==> config.mk <==
export PLATFORM = sky130hd
export DESIGN_NAME = soup_wb_io_bridge_flat
export DESIGN_NICKNAME = d
export VERILOG_FILES = /design/src/rtl/soup_wb_io_bridge_if.sv /design/src/rtl/soup_wb_io_bridge.sv /design/src/flat_wrapper.sv
export SDC_FILE = /design/constraint.sdc
export NUM_CORES = 1
export LEC_CHECK = 0
export CAP_MARGIN = 20
export CORE_MARGIN = 5
export CORE_UTILIZATION = 39
export CTS_CLUSTER_DIAMETER = 60
export DETAILED_ROUTE_END_ITERATION = 8
export PLACE_DENSITY_LB_ADDON = 0.2
export SLEW_MARGIN = 10
export SYNTH_ARGS = -nofsm -noshare
export SYNTH_HDL_FRONTEND = slang
export SYNTH_SLANG_ARGS = --single-unit
==> constraint.sdc <==
create_clock -name wb_clk_i -period 2.61 [get_ports wb_clk_i]
set_input_delay 0.522 -clock wb_clk_i [delete_from_list [all_inputs] [get_ports wb_clk_i]]
set_output_delay 0.522 -clock wb_clk_i [all_outputs]
set_load 0.005 [all_outputs]
==> src/rtl/soup_wb_io_bridge_if.sv <==
// Wishbone classic bus bundle between the management SoC master and the
// soup I/O bridge responder.
//   wbs_cyc_i  bus cycle valid           wbs_stb_i  strobe
//   wbs_we_i   1 = write                 wbs_sel_i  byte lane enables
//   wbs_adr_i  byte address              wbs_dat_i  write data
//   wbs_dat_o  read data (valid w/ ack)  wbs_ack_o  transfer acknowledge
// Signal names keep the responder-side suffixes used on the SoC harness.
interface soup_wb_io_bridge_if;
  logic        wbs_cyc_i;
  logic        wbs_stb_i;
  logic        wbs_we_i;
  logic [3:0]  wbs_sel_i;
  logic [31:0] wbs_adr_i;
  logic [31:0] wbs_dat_i;
  logic [31:0] wbs_dat_o;
  logic        wbs_ack_o;

  modport master (
    output wbs_cyc_i, wbs_stb_i, wbs_we_i, wbs_sel_i, wbs_adr_i, wbs_dat_i,
    input  wbs_dat_o, wbs_ack_o
  );

  modport slave (
    input  wbs_cyc_i, wbs_stb_i, wbs_we_i, wbs_sel_i, wbs_adr_i, wbs_dat_i,
    output wbs_dat_o, wbs_ack_o
  );
endinterface

==> src/rtl/soup_wb_io_bridge.sv <==
// Wishbone classic responder giving firmware access to the game I/O pins.
// Registers (word offsets from BASE_ADDR):
//   0x0 IN     synchronized pin levels (read-only)
//   0x4 EDGE   sticky rising-edge flags, write-1-to-clear (set beats clear)
//   0x8 OUT    output pin values, byte lanes 0/1 honoured
//   0xC OEB    output enables (active-low), byte lanes 0/1 honoured
//   0x10 IRQ_EN  edge interrupt mask (only with SOUP_WB_IRQ_EN defined)
// Ports:
//   wb_clk_i / wb_rst_i  clock, async active-high reset
//   wbs                  Wishbone slave modport
//   pin_in               raw asynchronous input pins
//   pin_out / pin_oeb    output pin values / active-low enables
//   irq                  registered |(EDGE & IRQ_EN), only with SOUP_WB_IRQ_EN
// Optional feature macro: SOUP_WB_IRQ_EN.
module soup_wb_io_bridge #(
  parameter logic [31:0] BASE_ADDR = 32'h3000_0000,
  parameter int unsigned N_IN      = 9,
  parameter int unsigned N_OUT     = 16
) (
  input  logic                 wb_clk_i,
  input  logic                 wb_rst_i,
  soup_wb_io_bridge_if.slave   wbs,
  input  logic [N_IN-1:0]      pin_in,
  output logic [N_OUT-1:0]     pin_out,
  output logic [N_OUT-1:0]     pin_oeb
`ifdef SOUP_WB_IRQ_EN
  ,
  output logic                 irq
`endif
);

  logic [N_IN-1:0]  s1_q, s2_q, s3_q;
  logic [N_IN-1:0]  edge_q, edge_d, edge_clr;
  logic [N_OUT-1:0] out_q, out_d, oeb_q, oeb_d, wmask;
  logic [31:0]      lane_mask, rdata, dat_q, dat_d;
  logic             ack_q, ack_d;
  logic             selected, accept, wr;
  logic [2:0]       reg_idx;

`ifdef SOUP_WB_IRQ_EN
  logic [N_IN-1:0]  irq_en_q, irq_en_d;
  logic             irq_q, irq_d;

  assign selected = (wbs.wbs_adr_i[31:5] == BASE_ADDR[31:5]);
  assign reg_idx  = wbs.wbs_adr_i[4:2];
`else
  // 0x10 lies outside the 16-byte window here, so it is never selected.
  assign selected = (wbs.wbs_adr_i[31:4] == BASE_ADDR[31:4]);
  assign reg_idx  = {1'b0, wbs.wbs_adr_i[3:2]};
`endif

  logic unused_bits;
  assign unused_bits = ^{wbs.wbs_adr_i[1:0], wbs.wbs_sel_i[3:2]};

  // The ~ack guard makes held strobes ack every other cycle.
  assign accept = wbs.wbs_cyc_i & wbs.wbs_stb_i & selected & ~ack_q;
  assign wr     = accept & wbs.wbs_we_i;

  // Only byte lanes 0 and 1 carry OUT/OEB bits.
  assign lane_mask = {16'h0, {8{wbs.wbs_sel_i[1]}}, {8{wbs.wbs_sel_i[0]}}};
  assign wmask     = lane_mask[N_OUT-1:0];

  always_comb begin
    rdata = '0;
    case (reg_idx)
      3'd0: rdata[N_IN-1:0]  = s2_q;
      3'd1: rdata[N_IN-1:0]  = edge_q;
      3'd2: rdata[N_OUT-1:0] = out_q;
      3'd3: rdata[N_OUT-1:0] = oeb_q;
`ifdef SOUP_WB_IRQ_EN
      3'd4: rdata[N_IN-1:0]  = irq_en_q;
`endif
      default: rdata = '0;
    endcase
  end

  always_comb begin
    ack_d    = accept;
    dat_d    = (accept && !wbs.wbs_we_i) ? rdata : '0;
    edge_clr = (wr && reg_idx == 3'd1) ? wbs.wbs_dat_i[N_IN-1:0] : '0;
    // Rising edge is ORed in after the clear so a coincident set survives.
    edge_d   = (edge_q & ~edge_clr) | (s2_q & ~s3_q);
    out_d    = out_q;
    oeb_d    = oeb_q;
    if (wr && reg_idx == 3'd2) out_d = (out_q & ~wmask) | (wbs.wbs_dat_i[N_OUT-1:0] & wmask);
    if (wr && reg_idx == 3'd3) oeb_d = (oeb_q & ~wmask) | (wbs.wbs_dat_i[N_OUT-1:0] & wmask);
  end

`ifdef SOUP_WB_IRQ_EN
  always_comb begin
    irq_en_d = irq_en_q;
    if (wr && reg_idx == 3'd4) irq_en_d = wbs.wbs_dat_i[N_IN-1:0];
    irq_d = |(edge_q & irq_en_q);
  end

  always_ff @(posedge wb_clk_i or posedge wb_rst_i) begin
    if (wb_rst_i) begin
      irq_en_q <= '0;
      irq_q    <= 1'b0;
    end else begin
      irq_en_q <= irq_en_d;
      irq_q    <= irq_d;
    end
  end

  assign irq = irq_q;
`endif

  always_ff @(posedge wb_clk_i or posedge wb_rst_i) begin
    if (wb_rst_i) begin
      s1_q   <= '0;
      s2_q   <= '0;
      s3_q   <= '0;
      edge_q <= '0;
      out_q  <= '0;
      oeb_q  <= '1;
      ack_q  <= 1'b0;
      dat_q  <= '0;
    end else begin
      s1_q   <= pin_in;
      s2_q   <= s1_q;
      s3_q   <= s2_q;
      edge_q <= edge_d;
      out_q  <= out_d;
      oeb_q  <= oeb_d;
      ack_q  <= ack_d;
      dat_q  <= dat_d;
    end
  end

  assign wbs.wbs_ack_o = ack_q;
  assign wbs.wbs_dat_o = dat_q;
  assign pin_out       = out_q;
  assign pin_oeb       = oeb_q;

endmodule

==> src/flat_wrapper.sv <==
// flat-port wrapper written by rule: the top's interface ports become plain ports
module soup_wb_io_bridge_flat 
#(
  parameter logic [31:0] BASE_ADDR = 32'h3000_0000,
  parameter int unsigned N_IN      = 9,
  parameter int unsigned N_OUT     = 16
)
  (wb_clk_i, wb_rst_i, pin_in, pin_out, pin_oeb, wbs_wbs_cyc_i, wbs_wbs_stb_i, wbs_wbs_we_i, wbs_wbs_sel_i, wbs_wbs_adr_i, wbs_wbs_dat_i, wbs_wbs_dat_o, wbs_wbs_ack_o);
  soup_wb_io_bridge_if wbs_i ();
  input  logic wb_clk_i;
  input  logic wb_rst_i;
  input  logic [N_IN-1:0] pin_in;
  output logic [N_OUT-1:0] pin_out;
  output logic [N_OUT-1:0] pin_oeb;
  input wire logic [$bits(wbs_i.wbs_cyc_i)-1:0] wbs_wbs_cyc_i;
  input wire logic [$bits(wbs_i.wbs_stb_i)-1:0] wbs_wbs_stb_i;
  input wire logic [$bits(wbs_i.wbs_we_i)-1:0] wbs_wbs_we_i;
  input wire logic [$bits(wbs_i.wbs_sel_i)-1:0] wbs_wbs_sel_i;
  input wire logic [$bits(wbs_i.wbs_adr_i)-1:0] wbs_wbs_adr_i;
  input wire logic [$bits(wbs_i.wbs_dat_i)-1:0] wbs_wbs_dat_i;
  output wire logic [$bits(wbs_i.wbs_dat_o)-1:0] wbs_wbs_dat_o;
  output wire logic [$bits(wbs_i.wbs_ack_o)-1:0] wbs_wbs_ack_o;
  assign wbs_i.wbs_cyc_i = wbs_wbs_cyc_i;
  assign wbs_i.wbs_stb_i = wbs_wbs_stb_i;
  assign wbs_i.wbs_we_i = wbs_wbs_we_i;
  assign wbs_i.wbs_sel_i = wbs_wbs_sel_i;
  assign wbs_i.wbs_adr_i = wbs_wbs_adr_i;
  assign wbs_i.wbs_dat_i = wbs_wbs_dat_i;
  assign wbs_wbs_dat_o = wbs_i.wbs_dat_o;
  assign wbs_wbs_ack_o = wbs_i.wbs_ack_o;
  soup_wb_io_bridge #(.BASE_ADDR(BASE_ADDR), .N_IN(N_IN), .N_OUT(N_OUT)) u_core (.wb_clk_i(wb_clk_i), .wb_rst_i(wb_rst_i), .wbs(wbs_i), .pin_in(pin_in), .pin_out(pin_out), .pin_oeb(pin_oeb));
endmodule
* Word-level counts from Yosys, hierarchy flattened
Index checks and enable logic that the tools add are counted.
** Word-level totals
- Input bits :: 82
- Word-level logic and storage cells :: 38
- Output and inout bits :: 65
- Register bits after elaboration :: 101
** Cells by class
- Equal/unequal tests :: 4
- Reduce and logical (&&, ||, !) cells :: 6
- Bitwise logic cells :: 16
- Multiplexer cells :: 4
** Operators by type and width (count)
- 16-bit AND :: 3
- 9-bit case mux with 4 select lines :: 1
- 16-bit bitwise OR :: 2
- 28-bit by 26-bit equality test with 1-bit output, second input constant :: 1
- 9-bit AND :: 2
- 9-bit inverter :: 2
- 16-bit two-way mux :: 1
- 16-bit inverter :: 1
- 7-bit case mux with 2 select lines :: 1
- 9-bit two-way mux :: 1
- 9-bit bitwise OR :: 1
- 1-bit AND :: 4
- 2-bit equality test, second input constant :: 2
- 1-bit logical AND :: 4
- 3-bit zero test :: 1
- 2-bit by 1-bit equality test with 1-bit output, second input constant :: 1
- 1-bit zero test :: 1
- 1-bit inverter :: 1

* Longest topological paths before layout
Gate-level depths: netlist of the first run.
- Depth after elaboration :: 9
- Mapped depth :: 7
- Depth with buffers taken out :: 4

* Worst setup path after synthesis of the first run
OpenSTA, ideal clock, no wires.
- Kind :: input to register
- Start :: input wbs_wbs_adr_i[14]
- End :: register (tool-made name)
- Data arrival time :: 2.071 ns
- Stages :: 4
- Required time :: 2.485 ns
- Setup slack :: 0.414 ns
- Path through :: nor4_1 -> nand4_2 -> nor4_4 -> mux2_2
** RTL lines
- start, declared :: RTL line flat_wrapper.sv:19 : input wire logic [$bits(wbs_i.wbs_adr_i)-1:0] wbs_wbs_adr_i;

==> metrics.txt, run 1 <==
Post-Syn Instances=approximately 240; Async SR Flop Fraction=100%; Global Route Usage Sum=approximately 15%; post-layout instance area=slightly above 5000 um2; worst setup path class=in2reg; Initial Utilization=about two fifths; DR vias=~2300; crit end category=register; routed wire length=roughly 8.3 mm; Worst Skew=between 10 and 15 ps; Fin. Hold Viols=0; HP Start=u_core.s1_q[3]; core area=9110 um2; Setup-failing EPs final=0; Num Clock Sinks=between 80 and 90; slowest library cell on the worst path=clkdlybuf4s50_1; largest buffer count on any clock path=2; area taken by multi-input logic gates=between 1000 and 1500 um2; Root Buffer=clkbuf_8; HP Class=reg2reg; buffers added on ports=110; Largest delay share family, worst path=simple AND/OR/NAND/NOR gates; FF-to-FF Start=u_core.wbs.wbs_ack_o; Arrival @ worst endpoint=2520 ps; DRC violations left=0; DR pass1 iterations=4; hold buffer count at cts=0; final worst-path cycle share=87.8%; cts bufs inserted=9; max_cap viols=0; drt first-iter violations=70; Final WS setup=317 ps; Crit path top cell by count=buf_4; initial antenna violation count=0; reg-to-reg slack, setup=just under 600 ps; Diodes inserted=0; FF-to-FF path depth=6; top cells by count, synth=dfrtp_1, mux2_2, buf_4, dfstp_2, nand2_1; proportion of layout cells with a drive suffix above 1=31.4%; # nets final=about 450; most common cell in the netlist=dfrtp_1; post-detail-place hpwl=about 6 mm; Peak Freq=between 400 and 500 MHz; area leader, netlist=dfrtp_1; Cell Rows=35; Cell Chain, Critical Path=clkdlybuf4s50_1, nor4_1, nand4_2, buf_4, nor4_4, buf_4, mux2_2; fillcell total=roughly 770; max-slew violations=0; number of global-route vias before repair=roughly 2600; Placed Cells=between 400 and 500; Die X=between 100 and 150 um; synthesis-stage register bit count=85; Clock Latency Late Sink=about 350 ps; IO Pins=between 100 and 150; Synth Cell Area=approximately 3600 um2; DR vias/cell=4.87; CTS H-tree lvls=3; crit path max fanout=8; pre-CTS setup slack=-98.6 ps; first-pass GRT wire length=13.4 mm; Non-Filler Instances=between 400 and 500; CTS tree=yes; die area=around 11000 um2; PostCTS Resize Cnt=0; Worst Path Required=2840 ps; Slowest Stage Delay on Critical Path=around 400 ps; total negative slack=0 ps; unrepaired setup endpoints after global routing=false; peak supply drop=between 0.2 and 0.3 mV; Synth area leaders=dfrtp_1, dfstp_2, mux2_2; top cell type's share of synthesized area=around half; Post-synth EDFFs=0; Buf/Inv on CP=3; largest net degree at the start of global routing=86; average size of a mapped cell=between 15 and 20 um2; die height=approximately 110 um; clock-pin transition on the worst setup and hold timing paths=approximately 80 ps; GPL Wtd Cong=0.709; Worst Hold Path EP=u_core.s2_q[3]; ys flop type=dfrtp_1; sequential area share after synthesis=between 50% and 60%; crit start category=primary input; Leak=between 0.002 and 0.0025 uW; count of cell types in the netlist=25; minimum clock period=between 2000 and 2500 ps; Post-Place Cell Area=slightly below 5000 um2; DRT antenna net count=0; status=completed; Routed wire per std cell=between 15 and 20 um; Power Density=491 nW/um2; Worst Hold Depth=0; post-CTS setup buffer count=0; Synth-to-Final Area Change=42.6%; GR Overflow Total=0; register area=roughly 2100 um2; synth warn=0
-- cell usage in the layout (no fill, tap or decap) --
cell and count:
o21ai_0 9, o31ai_1 9, dfrtp_1 69, nor4_4 4
buf_4 16, nor4bb_1 2, clkinv_2 1, mux2i_1 7
nor4_1 5, buf_12 4, clkdlybuf4s50_1 110, conb_1 16
clkinv_4 1, clkbuf_8 11, or2_1 1, nand2_1 12
nor3b_2 9, mux4_2 9, nand2b_1 2, clkinvlp_4 3
bufinv_16 1, mux2_2 32, and3b_1 1, nand4_2 2
nor3_1 1, nor4b_2 7, dfstp_2 16, inv_1 10
-- worst max-delay path by stage --
| stage | depth (start not counted) | slack (ps) | end | start |
|---|---|---|---|---|
| after floorplan | 4 | 410 | register | wbs_wbs_adr_i[14] |
| after global placement | 7 | -90 | register | wbs_wbs_adr_i[28] |
| after detailed placement | 7 | -100 | register | wbs_wbs_adr_i[9] |
| after CTS | 7 | 280 | register | wbs_wbs_adr_i[9] |
| after global routing | 7 | 220 | register | wbs_wbs_adr_i[18] |
| final | 7 | 320 | register | wbs_wbs_adr_i[9] |
-- where the power goes --
group / leakage (uW) / switching (uW) / internal (uW)
Clock: 0.000102 / 464 / 494
Combinational: 0.00104 / 83.7 / 116
Sequential: 0.00102 / 8.84 / 1340
Total: 0.00216 / 557 / 1950
-- per-layer routing --
metal | wire, um | vias up | GRT usage (%)
met5 | 0 | - | 0
met4 | 133 | 0 | 5.00
met3 | 515 | 11 | 4.41
met2 | 4120 | 74 | 25.9
met1 | 3520 | 1183 | 19.3
li1 | - | 1074 | -
-- layout make-up --
class	count	share of cell area [%]
Inverter	11	0.882
Multi-Input combinational cell	128	24.7
Clock buffer	11	2.97
Tap cell	111	2.72
Clock inverter	5	1.15
Timing Repair Buffer	130	25.5
Sequential cell	85	42.1
-- logic make-up (layout without fill, tap and decap cells) --
logic type / after synthesis / count (layout) / synth area share (%)
muxes: 48 / 48 / 17.7
and+or+nand+nor: 46 / 46 / 12.8
buffers and inverters: 38 / 157 / 6.36
AOI/OAI and AO/OA: 18 / 18 / 3.14
DFF: 85 / 85 / 60.0
other: 1 / 16 / 0.105
-- stage by stage --
stage | util (%) | hold slack [ps] | power (uW)
after detailed placement | 53.7 | 335 | 1570
after CTS | 56.0 | 354 | 2540
after global placement | 53.7 | 333 | 1570
after global routing | 56.0 | 362 | 2630
after floorplan | - | 331 | 1460
final | 56.0 | 353 | 2510
No activity file was read; power rests on OpenSTA's default activity.
==> run 2: changes to the inputs <==
--- a/config.mk
+++ b/config.mk
@@ -15,3 +15,4 @@
 export SYNTH_ARGS = -nofsm -noshare
 export SYNTH_HDL_FRONTEND = slang
 export SYNTH_SLANG_ARGS = --single-unit
+export TNS_END_PERCENT = 5
==> results of run 2 <==
Same layout as run 1: the final DEF is identical, and so are final timing and power.
==> run 3: changes to the inputs <==
--- a/config.mk
+++ b/config.mk
@@ -10,7 +10,7 @@
 export CORE_UTILIZATION = 39
 export CTS_CLUSTER_DIAMETER = 60
 export DETAILED_ROUTE_END_ITERATION = 8
-export PLACE_DENSITY_LB_ADDON = 0.2
+export PLACE_DENSITY = 0.77
 export SLEW_MARGIN = 10
 export SYNTH_ARGS = -nofsm -noshare
 export SYNTH_HDL_FRONTEND = slang
==> metrics.txt, run 3 (synthesis gave the netlist of run 1 again) <==
DR vias=2326; Largest delay share family, worst path=buffers and inverters; routed wire length=8.42 mm; GPL Wtd Cong=approximately 0.73; Setup-failing EPs final=0; Fin. Hold Viols=0; first-pass GRT wire length=roughly 14 mm; commonest non-fill, non-tap cells in the layout=clkdlybuf4s50_1, dfrtp_1, mux2_2; DR pass1 iterations=4; final worst-path cycle share=around nine tenths; IO Pins=about 150; post-detail-place hpwl=about 6 mm; clock-pin transition on the worst setup and hold timing paths=about 80 ps; Cell Chain, Critical Path=clkdlybuf4s50_1, nor4bb_1, nand4_2, buf_12, nor4_4, buf_4, mux2_2; crit start category=primary input; GR Overflow Total=0; hold buffer count at cts=0; minimum clock period=between 2000 and 2500 ps; unrepaired setup endpoints after global routing=false; Slew HR=~62%; number of global-route vias before repair=approximately 2600; Routed wire per std cell=about 18 um; DR vias/cell=about 5; Synth-to-Final Area Change=42.2%; Diodes inserted=0; HP Class=reg2reg; Peak Freq=430 MHz; Leak=between 0.002 and 0.0025 uW; final hold slack=~350 ps; Non-Filler Instances=roughly 480; CTS H-tree lvls=3; Placed Cells=459; met1 WL=approximately 3.3 mm; Worst Path Required=2840 ps; Global Route Usage Sum=15.9%; Buf/Inv on CP=3; crit path max fanout=14; DRC violations left=0; worst setup path class=in2reg; status=completed; post-CTS setup buffer count=0; buffers added on ports=110; # nets final=about 440; DRT antenna net count=0; most common cell after layout, fill and taps aside=clkdlybuf4s50_1; Root Buffer=clkbuf_8; crit end category=register; Worst Skew=between 9 and 10 ps; Slowest Stage Delay on Critical Path=about 460 ps; cts bufs inserted=9; largest net degree at the start of global routing=43; met2 wire len=between 4 and 5 mm; Initial Utilization=39.3%; PostCTS Resize Cnt=0; Power Density=between 500 and 600 nW/um2; die height=roughly 110 um; die area=11200 um2; metal3 WL=about 600 um; max-slew violations=0; drt first-iter violations=between 60 and 70; slowest library cell on the worst path=clkdlybuf4s50_1; CTS tree=yes; proportion of layout cells with a drive suffix above 1=29.9%; Cell Rows=35; core area=9110 um2; initial antenna violation count=0; peak supply drop=between 0.3 and 0.4 mV; largest buffer count on any clock path=2; uppermost layer routed=met4; Worst Max-Slew Pin Slew=568 ps; Num Clock Sinks=85; Clock Latency Late Sink=around 350 ps; Arrival @ worst endpoint=2550 ps; max_cap viols=0; Die X=106 um; Final Util=55.9%
## run 3: cell type report
| class | instances | area [um2] |
|---|---|---|
| well taps | 111 | 139 |
| fillers | 753 | 4020 |
| repair buffers | 124 | 1280 |
| inverters | 11 | 45.0 |
| clock inverters | 5 | 75.1 |
| clock buffers | 11 | 141 |
| flip-flops and latches | 85 | 2150 |
| multi-input cells | 128 | 1260 |
## run 3: final timing paths
| path | cells after the start | to | startpoint | slack (ps) |
|---|---|---|---|---|
| worst min-delay path | 0 | u_core.s2_q[2] | u_core.s1_q[2] | 350 |
| worst min register to register | 0 | u_core.s2_q[2] | u_core.s1_q[2] | 350 |
| worst max-delay path | 7 | register | wbs_wbs_adr_i[28] | 290 |
| min in group asynchronous | 2 | u_core.s3_q[3] | wb_rst_i | 580 |
| worst max register to register | 6 | register | u_core.wbs.wbs_ack_o | 580 |
| max in group asynchronous | 3 | async pin | wb_rst_i | 1330 |
## run 3: metrics by stage
step                      total power, uW  setup WS (ps)  cell area [um2]  setup TNS, ps
after floorplan                      1460            414             3640              0
after global placement               1570          -43.2             4870           -544
after detailed placement             1580          -87.6             4870          -1580
after CTS                            2580            278             5090              0
after global routing                 2650            167             5090              0
final                                2560            287             5090              0
## run 3: worst reg2reg max path, delay by kind of cell (launching register included)
family        cells  cell delay, ps
buf+inv           2             430
mux               1             360
flops             1             390
simple gates      3             740
## run 3: layer usage
layer / vias up / GRT usage (%)
met3: 9 / 4.41
met5: - / 0
met4: 0 / 5.92
met1: 1176 / 19.0
met2: 85 / 27.3
li1: 1056 / -
## run 3: report_power, final
group          leakage, uW  internal [uW]  switching [uW]
Combinational      0.00102            117            84.5
Clock             0.000113            561             449
Sequential         0.00102           1340            8.80
Total              0.00215           2020             543
